<file path="src/rtl/vga_rx_pkg.sv">
// Shared timing defaults, FSM encoding and counter helpers for the VGA capture receiver.
// Defaults describe 1280x960 @ 1800x1000 total.
package vga_rx_pkg;

    localparam int CNT_W        = 12;
    localparam int DEF_H_ACTIVE = 1280;
    localparam int DEF_V_ACTIVE = 960;
    localparam int DEF_H_TOTAL  = 1800;
    localparam int DEF_V_TOTAL  = 1000;
    localparam int DEF_H_START  = 360;
    localparam int DEF_V_START  = 41;

    typedef logic [CNT_W-1:0] cnt_t;

    localparam cnt_t CNT_MAX = '1;

    typedef enum logic [1:0] {
        ST_SEARCH  = 2'd0,
        ST_MEASURE = 2'd1,
        ST_LOCKED  = 2'd2
    } rx_state_t;

    function automatic cnt_t sat_inc(input cnt_t v);
        return (v == CNT_MAX) ? v : v + 1'b1;
    endfunction

    function automatic cnt_t abs_diff(input cnt_t a, input cnt_t b);
        return (a > b) ? (a - b) : (b - a);
    endfunction

endpackage

</file>
<file path="src/rtl/vga_capture_rx_sync_edge_detect.sv">
// Normalises sync polarity to active-high, registers it once and flags the leading edge.
// The edge pulse is combinational on the registered level, so it is valid in stage 1.
module sync_edge_detect #(
    parameter bit ACTIVE_LOW = 1'b1
) (
    input  logic clk_in,
    input  logic reset,
    input  logic i_sync,
    output logic o_edge
);

    logic r_s1;
    logic r_prev;

    always_ff @(posedge clk_in) begin
        if (reset) begin
            r_s1   <= 1'b0;
            r_prev <= 1'b0;
        end else begin
            r_s1   <= ACTIVE_LOW ? ~i_sync : i_sync;
            r_prev <= r_s1;
        end
    end

    assign o_edge = r_s1 & ~r_prev;

endmodule

</file>
<file path="src/rtl/vga_capture_rx.sv">
// VGA link receiver: rebuilds pixel coordinates from syncs, measures line/frame timing,
// locks once timing is stable and emits qualified pixels. Pins-to-outputs latency is 3 clocks.
module vga_capture_rx
    import vga_rx_pkg::*;
#(
    parameter int H_ACTIVE    = DEF_H_ACTIVE,
    parameter int V_ACTIVE    = DEF_V_ACTIVE,
    parameter int H_START     = DEF_H_START,
    parameter int V_START     = DEF_V_START,
    parameter int SYNC_LOW    = 1,
    parameter int LOCK_FRAMES = 4,
    parameter int H_TOL       = 2,
    parameter int TIMEOUT     = 4096
) (
    input  logic        clk_in,
    input  logic        reset,
    input  logic        h_sync,
    input  logic        v_sync,
    input  logic [3:0]  r_in,
    input  logic [3:0]  g_in,
    input  logic [3:0]  b_in,
    output logic        pix_valid,
    output logic [11:0] pix_x,
    output logic [11:0] pix_y,
    output logic [3:0]  pix_r,
    output logic [3:0]  pix_g,
    output logic [3:0]  pix_b,
    output logic        frame_start,
    output logic        locked,
    output logic [11:0] line_period,
    output logic [11:0] frame_lines
);

    localparam cnt_t L_H_BEG = cnt_t'(H_START);
    localparam cnt_t L_H_END = cnt_t'(H_START + H_ACTIVE);
    localparam cnt_t L_V_BEG = cnt_t'(V_START);
    localparam cnt_t L_V_END = cnt_t'(V_START + V_ACTIVE);
    localparam cnt_t L_TOL   = cnt_t'(H_TOL);
    localparam logic [3:0] L_LOCK = 4'(LOCK_FRAMES);
    localparam int IDLE_W = $clog2(TIMEOUT + 1);
    localparam logic [IDLE_W-1:0] L_IDLE_MAX = IDLE_W'(TIMEOUT - 1);

    logic w_hedge;
    logic w_vedge;

    sync_edge_detect #(.ACTIVE_LOW(SYNC_LOW != 0)) u_hsync (
        .clk_in (clk_in),
        .reset  (reset),
        .i_sync (h_sync),
        .o_edge (w_hedge)
    );

    sync_edge_detect #(.ACTIVE_LOW(SYNC_LOW != 0)) u_vsync (
        .clk_in (clk_in),
        .reset  (reset),
        .i_sync (v_sync),
        .o_edge (w_vedge)
    );

    logic [11:0]       r_c1, r_c2;
    cnt_t              r_h_raw, r_v_raw, r_line_period, r_frame_lines;
    cnt_t              r_ref_p, r_ref_l;
    logic              r_pend, r_bad;
    logic [IDLE_W-1:0] r_idle;
    logic [3:0]        r_match;
    rx_state_t         r_state;

    cnt_t       w_lp_new, w_fl_new;
    logic       w_frame_end, w_timeout, w_frame_ok, w_line_bad;
    logic [3:0] w_match_inc;
    rx_state_t  w_state_nxt;
    logic [3:0] w_match_nxt;
    logic       w_ref_ld;

    // A frame ends on the first hsync edge at/after a vsync edge.
    assign w_lp_new    = sat_inc(r_h_raw);
    assign w_fl_new    = sat_inc(r_v_raw);
    assign w_frame_end = w_hedge & (r_pend | w_vedge);
    assign w_timeout   = (r_idle == L_IDLE_MAX) & ~w_hedge;
    assign w_line_bad  = abs_diff(w_lp_new, r_ref_p) > L_TOL;
    assign w_frame_ok  = ~r_bad & ~w_line_bad & (w_fl_new == r_ref_l);
    assign w_match_inc = r_match + 4'd1;

    always_ff @(posedge clk_in) begin
        if (reset) r_state <= ST_SEARCH;
        else       r_state <= w_state_nxt;
    end

    always_comb begin
        w_state_nxt = r_state;
        w_match_nxt = r_match;
        w_ref_ld    = 1'b0;
        case (r_state)
            ST_SEARCH: begin
                if (w_vedge && !w_timeout) begin
                    w_state_nxt = ST_MEASURE;
                    w_match_nxt = '0;
                    w_ref_ld    = 1'b1;
                end
            end
            ST_MEASURE: begin
                if (w_timeout) begin
                    w_state_nxt = ST_SEARCH;
                end else if (w_frame_end) begin
                    if (w_frame_ok) begin
                        w_match_nxt = w_match_inc;
                        if (w_match_inc == L_LOCK) w_state_nxt = ST_LOCKED;
                    end else begin
                        w_match_nxt = '0;
                        w_ref_ld    = 1'b1;
                    end
                end
            end
            ST_LOCKED: begin
                if (w_timeout || (w_frame_end && !w_frame_ok)) w_state_nxt = ST_SEARCH;
            end
            default: w_state_nxt = ST_SEARCH;
        endcase
    end

    always_ff @(posedge clk_in) begin
        if (reset) begin
            r_c1          <= '0;
            r_c2          <= '0;
            r_h_raw       <= '0;
            r_v_raw       <= '0;
            r_pend        <= 1'b0;
            r_line_period <= '0;
            r_frame_lines <= '0;
            r_idle        <= '0;
            r_match       <= '0;
            r_ref_p       <= '0;
            r_ref_l       <= '0;
            r_bad         <= 1'b0;
        end else begin
            r_c1    <= {r_in, g_in, b_in};
            r_c2    <= r_c1;
            r_match <= w_match_nxt;

            if (w_hedge) begin
                r_h_raw       <= '0;
                r_line_period <= w_lp_new;
            end else begin
                r_h_raw <= sat_inc(r_h_raw);
            end

            if (w_frame_end) begin
                r_frame_lines <= w_fl_new;
                r_v_raw       <= '0;
                r_pend        <= 1'b0;
            end else begin
                if (w_hedge) r_v_raw <= w_fl_new;
                if (w_vedge) r_pend  <= 1'b1;
            end

            if (w_hedge)                  r_idle <= '0;
            else if (r_idle != L_IDLE_MAX) r_idle <= r_idle + 1'b1;

            if (w_ref_ld) begin
                r_ref_p <= w_lp_new;
                r_ref_l <= w_fl_new;
            end

            // Any out-of-tolerance line inside a frame spoils that frame's match.
            if (w_frame_end || w_ref_ld)   r_bad <= 1'b0;
            else if (w_hedge && w_line_bad) r_bad <= 1'b1;
        end
    end

    logic w_valid, w_first;
    cnt_t w_x, w_y;

    assign w_valid = (r_h_raw >= L_H_BEG) && (r_h_raw < L_H_END) &&
                     (r_v_raw >= L_V_BEG) && (r_v_raw < L_V_END) &&
                     (r_state == ST_LOCKED);
    assign w_first = (r_h_raw == L_H_BEG) && (r_v_raw == L_V_BEG);
    assign w_x     = r_h_raw - L_H_BEG;
    assign w_y     = r_v_raw - L_V_BEG;

    always_ff @(posedge clk_in) begin
        if (reset) begin
            pix_valid   <= 1'b0;
            pix_x       <= '0;
            pix_y       <= '0;
            pix_r       <= '0;
            pix_g       <= '0;
            pix_b       <= '0;
            frame_start <= 1'b0;
            locked      <= 1'b0;
            line_period <= '0;
            frame_lines <= '0;
        end else begin
            pix_valid   <= w_valid;
            pix_x       <= w_valid ? w_x : '0;
            pix_y       <= w_valid ? w_y : '0;
            pix_r       <= w_valid ? r_c2[11:8] : 4'd0;
            pix_g       <= w_valid ? r_c2[7:4]  : 4'd0;
            pix_b       <= w_valid ? r_c2[3:0]  : 4'd0;
            frame_start <= w_valid & w_first;
            locked      <= (r_state == ST_LOCKED);
            line_period <= r_line_period;
            frame_lines <= r_frame_lines;
        end
    end

endmodule
</file>
<file path="config.mk">
export PLATFORM = sky130hd
export DESIGN_NAME = vga_capture_rx
export DESIGN_NICKNAME = d
export VERILOG_FILES = /design/src/rtl/vga_rx_pkg.sv /design/src/rtl/vga_capture_rx_sync_edge_detect.sv /design/src/rtl/vga_capture_rx.sv
export SDC_FILE = /design/constraint.sdc
export NUM_CORES = 1
export LEC_CHECK = 0
export ABC_CLOCK_PERIOD_IN_PS = 4400
export CORE_ASPECT_RATIO = 0.75
export CORE_MARGIN = 2
export CORE_UTILIZATION = 54
export CTS_BUF_LIST = sky130_fd_sc_hd__clkbuf_8
export DETAILED_ROUTE_END_ITERATION = 16
export GPL_TIMING_DRIVEN = 0
export PLACE_DENSITY_LB_ADDON = 0.12
export SYNTH_ARGS = -nofsm -noshare
export SYNTH_HDL_FRONTEND = slang
export SYNTH_SLANG_ARGS = --single-unit
</file>
<file path="constraint.sdc">
create_clock -name clk_in -period 4.4 [get_ports clk_in]
set_clock_uncertainty 0.05 [all_clocks]
set_input_delay 0.66 -clock clk_in [delete_from_list [all_inputs] [get_ports clk_in]]
set_output_delay 0.66 -clock clk_in [all_outputs]
set_load 0.02 [all_outputs]
</file>
==> impl_metrics.env <==
export IMPL_slew_violations=0
export IMPL_arrival_ps=4970
export IMPL_min_path_type="flip-flop to flip-flop"
export IMPL_setup_viol=26
export IMPL_drive_gt1_frac=0.168
export IMPL_place_gp_congestion=0.893
export IMPL_die_h_um=113
export IMPL_cts_tree="built"
export IMPL_core_area_mm2=0.0153
export IMPL_largest_reg_flops=13
export IMPL_hold_violations=0
export IMPL_crit_buf_inv=5
export IMPL_crit_required_ps=4710
export IMPL_cp_end_kind="flip-flop"
export IMPL_netlist_area_mm2=0.00853
export IMPL_fin_ws_ps=-256
export IMPL_final_min_clock_period_ps=4660
export IMPL_final_cell_mix="173 x dfxtp_1, 159 x nor2_1, 77 x clkdlybuf4s50_1, 69 x nor2b_1, 40 x a21oi_1"
export IMPL_irDropWorstVdd_mv=0.228
export IMPL_synth_seq_cells=184
export IMPL_place_ws_ps=-1020
export IMPL_synth_cells=957
export IMPL_place_inst=1239
export IMPL_cts_buffers=17
export IMPL_syn_num_nets=1006
export IMPL_hold_depth=1
export IMPL_numPortBuffers=77
export IMPL_worst_pin_slew_ps=766
export IMPL_ant_nets=0
export IMPL_power_frac_clock=0.341
export IMPL_cts_hold_fix_buffers=0
export IMPL_avgViaCountPerCell=5.42
export IMPL_std_cell_rows=39
export IMPL_post_dp_hpwl_mm=14.3
export IMPL_layoutNonFillerInstCount=1303
export IMPL_route_detailed_drc=0
export IMPL_power_frac_comb=0.144
export IMPL_grt_pass1_wl_mm=33.6
export IMPL_final_common_cell="dfxtp_1"
export IMPL_cts_sinks=184
export IMPL_fmax_ghz=0.215
export IMPL_ys_warnings_count=0
export IMPL_ys_seq_area_frac=0.432
export IMPL_path_common_cell="buf_6"
export IMPL_first_pass_iters=7
export IMPL_clock_path_buffers=2
export IMPL_maxSlewHeadroom=0.489
export IMPL_path_class="flip-flop to flip-flop"
export IMPL_synth_cell_types=68
export IMPL_final_core_util=0.694
export IMPL_crit_path_top_delay_cell="or3_4"
export IMPL_post_route_period_util=1.06
export IMPL_r2r_setup_slack_ps=-260
export IMPL_grt_max_degree=19
export IMPL_rsz0062_at_grt="yes"
export IMPL_startpoint_type="flip-flop"
export IMPL_htree_levels=4
export IMPL_grt_pass1_vias=6579
export IMPL_grt_antenna_before_repair=0
export IMPL_syn_area_per_cell_um2=8.91
export IMPL_status="finished with violations"
export IMPL_diodes=0
export IMPL_layout_nets=1134
export IMPL_failed_checks="negative setup slack"
export IMPL_cts_root_buffer="clkbuf_8"
export IMPL_crit_fanout=6
export IMPL_leakagePower_nw=4.33
export IMPL_max_stage_delay_ps=500
export IMPL_crit_path_cell_trace="ha_4 -> nand4_1 -> or3_4 -> nand3_4 -> nor2_4 -> xnor2_2 -> inv_1 -> ha_1 -> clkbuf_8 -> nand4_1 -> nor2_1 -> mux2_4 -> a21oi_4 -> buf_6 -> mux2i_1 -> and4_1 -> o211ai_1 -> nor4_1 -> nand2b_1 -> buf_6 -> buf_6 -> mux2_4"
export IMPL_intPower_mw=2.39
export IMPL_maxCapViolations=0
export IMPL_clock_latency_ps=480
export IMPL_total_power_mw=3.33
export IMPL_power_switching_uw=938
export IMPL_async_reset_ff_frac=0
export IMPL_globalRouteTotalUtil=0.256
export IMPL_drt_wl_total_mm=21.1
export IMPL_dieArea_mm2=0.0168
export IMPL_io_pins=79
export IMPL_final_area_mm2=0.0106
export IMPL_placed_area_mm2=0.00957
export IMPL_areaGrowthSynthToFinish_pct=24.7
export IMPL_ys_flop_type="dfxtp_1"
export IMPL_switching_share=0.282
export IMPL_cp_num_cells=22
export IMPL_synth_edf_count=0
export IMPL_start_util=0.556
export IMPL_wl_per_cell_um=16.2
export IMPL_num_vias=7067
export IMPL_overflow=0
export IMPL_crit_family="simple AND/OR/NAND/NOR gates"
export IMPL_p_seq_frac=0.515
export IMPL_n_fill_cell=1211
export IMPL_powerDensity_mw_per_mm2=313
export IMPL_reg2reg_depth=22
export IMPL_clk_pin_slew_ps=110
export IMPL_largest_register="r_idle"
export IMPL_dr_first_iter_drc_count=574
export IMPL_die_w_um=149
## synth_stat cells (5+ instances only)
| library cell | count | area, µm² |
|---|---|---|
| dfxtp_1 | 184 | 3680 |
| nor2_1 | 166 | 623 |
| nor2b_1 | 70 | 438 |
| a21oi_1 | 44 | 220 |
| clkbuf_1 | 44 | 165 |
| nand2_1 | 39 | 146 |
| inv_1 | 34 | 128 |
| ha_1 | 31 | 388 |
| o21ai_0 | 29 | 145 |
| xor2_1 | 29 | 254 |
| xnor2_1 | 28 | 245 |
| and2_1 | 21 | 131 |
| mux2_4 | 19 | 285 |
| nand3_1 | 18 | 90.1 |
| nand4_1 | 18 | 113 |
| a211oi_1 | 17 | 128 |
| nand2b_1 | 15 | 93.8 |
| mux2i_1 | 12 | 120 |
| nor3_1 | 11 | 55.1 |
| a21o_1 | 10 | 75.1 |
| and3_1 | 10 | 62.6 |
| or3_1 | 8 | 50.1 |
| buf_2 | 7 | 35.0 |
| nor4_1 | 7 | 43.8 |
| mux2_2 | 6 | 67.6 |
| o211ai_1 | 5 | 37.5 |
| o21a_1 | 5 | 37.5 |
| or2_2 | 5 | 31.3 |
## layout make-up
type	instances	area, µm²	share of cell area
Inverter	34	128	0.0120
Clock inverter	15	166	0.0157
Clock buffer	17	234	0.0220
Timing Repair Buffer	118	1120	0.105
Tap cell	205	256	0.0241
Sequential cell	184	3710	0.349
Buffer	51	256	0.0241
Multi-Input combinational cell	679	4760	0.448
## per-stage QoR
| stage | hold slack, ps | TNS [ps] |
|---|---|---|
| 6_report | 383 | -5280 |
| 5_1_grt | 402 | -11580 |
| 4_1_cts | 386 | -453 |
| 3_5_place_dp | 362 | -28790 |
| 3_3_place_gp | 358 | -26410 |
| 2_1_floorplan | 356 | 0 |
## per-layer routing
metal / wire length, µm / track usage / up-vias
li1: - / - / 3476
met1: 10100 / 0.368 / 3312
met2: 9100 / 0.380 / 249
met3: 1480 / 0.0589 / 30
met4: 381 / 0.0857 / 0
met5: 0 / 0 / -
## cells by family (layout without fill, tap and decap cells)
group / Yosys count / in the layout / share of synthesized area
and+or+nand+nor: 405 / 405 / 0.239
DFF: 184 / 184 / 0.432
buffers and inverters: 94 / 235 / 0.0480
adders and majority gates: 33 / 33 / 0.0502
AOI/OAI and AO/OA: 145 / 145 / 0.111
muxes: 38 / 38 / 0.0581
xor gates and xnor gates: 58 / 58 / 0.0618
## power by group through the flow
stage	Combinational, mW	Sequential (mW)	Clock [mW]
floorplan	0.272	1.76	0
global placement	0.372	1.75	0
detailed placement	0.378	1.75	0
CTS	0.442	1.71	1.15
global route	0.517	1.72	1.22
finish	0.480	1.71	1.14
## final timing paths
check                   startpoint                 endpoint
max          r_h_raw[0]$_SDFF_PP0_  r_ref_p[1]$_SDFFE_PP0P_
min             r_c2[3]$_SDFF_PP0_      pix_b[3]$_SDFF_PP0_
max reg2reg  r_h_raw[0]$_SDFF_PP0_  r_ref_p[1]$_SDFFE_PP0P_
min reg2reg     r_c2[3]$_SDFF_PP0_      pix_b[3]$_SDFF_PP0_
## what timing repair did
item / in CTS / in global routing
setup endpoints to repair: 31 / 31
gates resized for setup: 77 / 21
gates cloned: 1 / 0
setup buffers: 32 / 9
pin swaps: 22 / 23
Note: power is estimated with default switching activity, not from simulation.
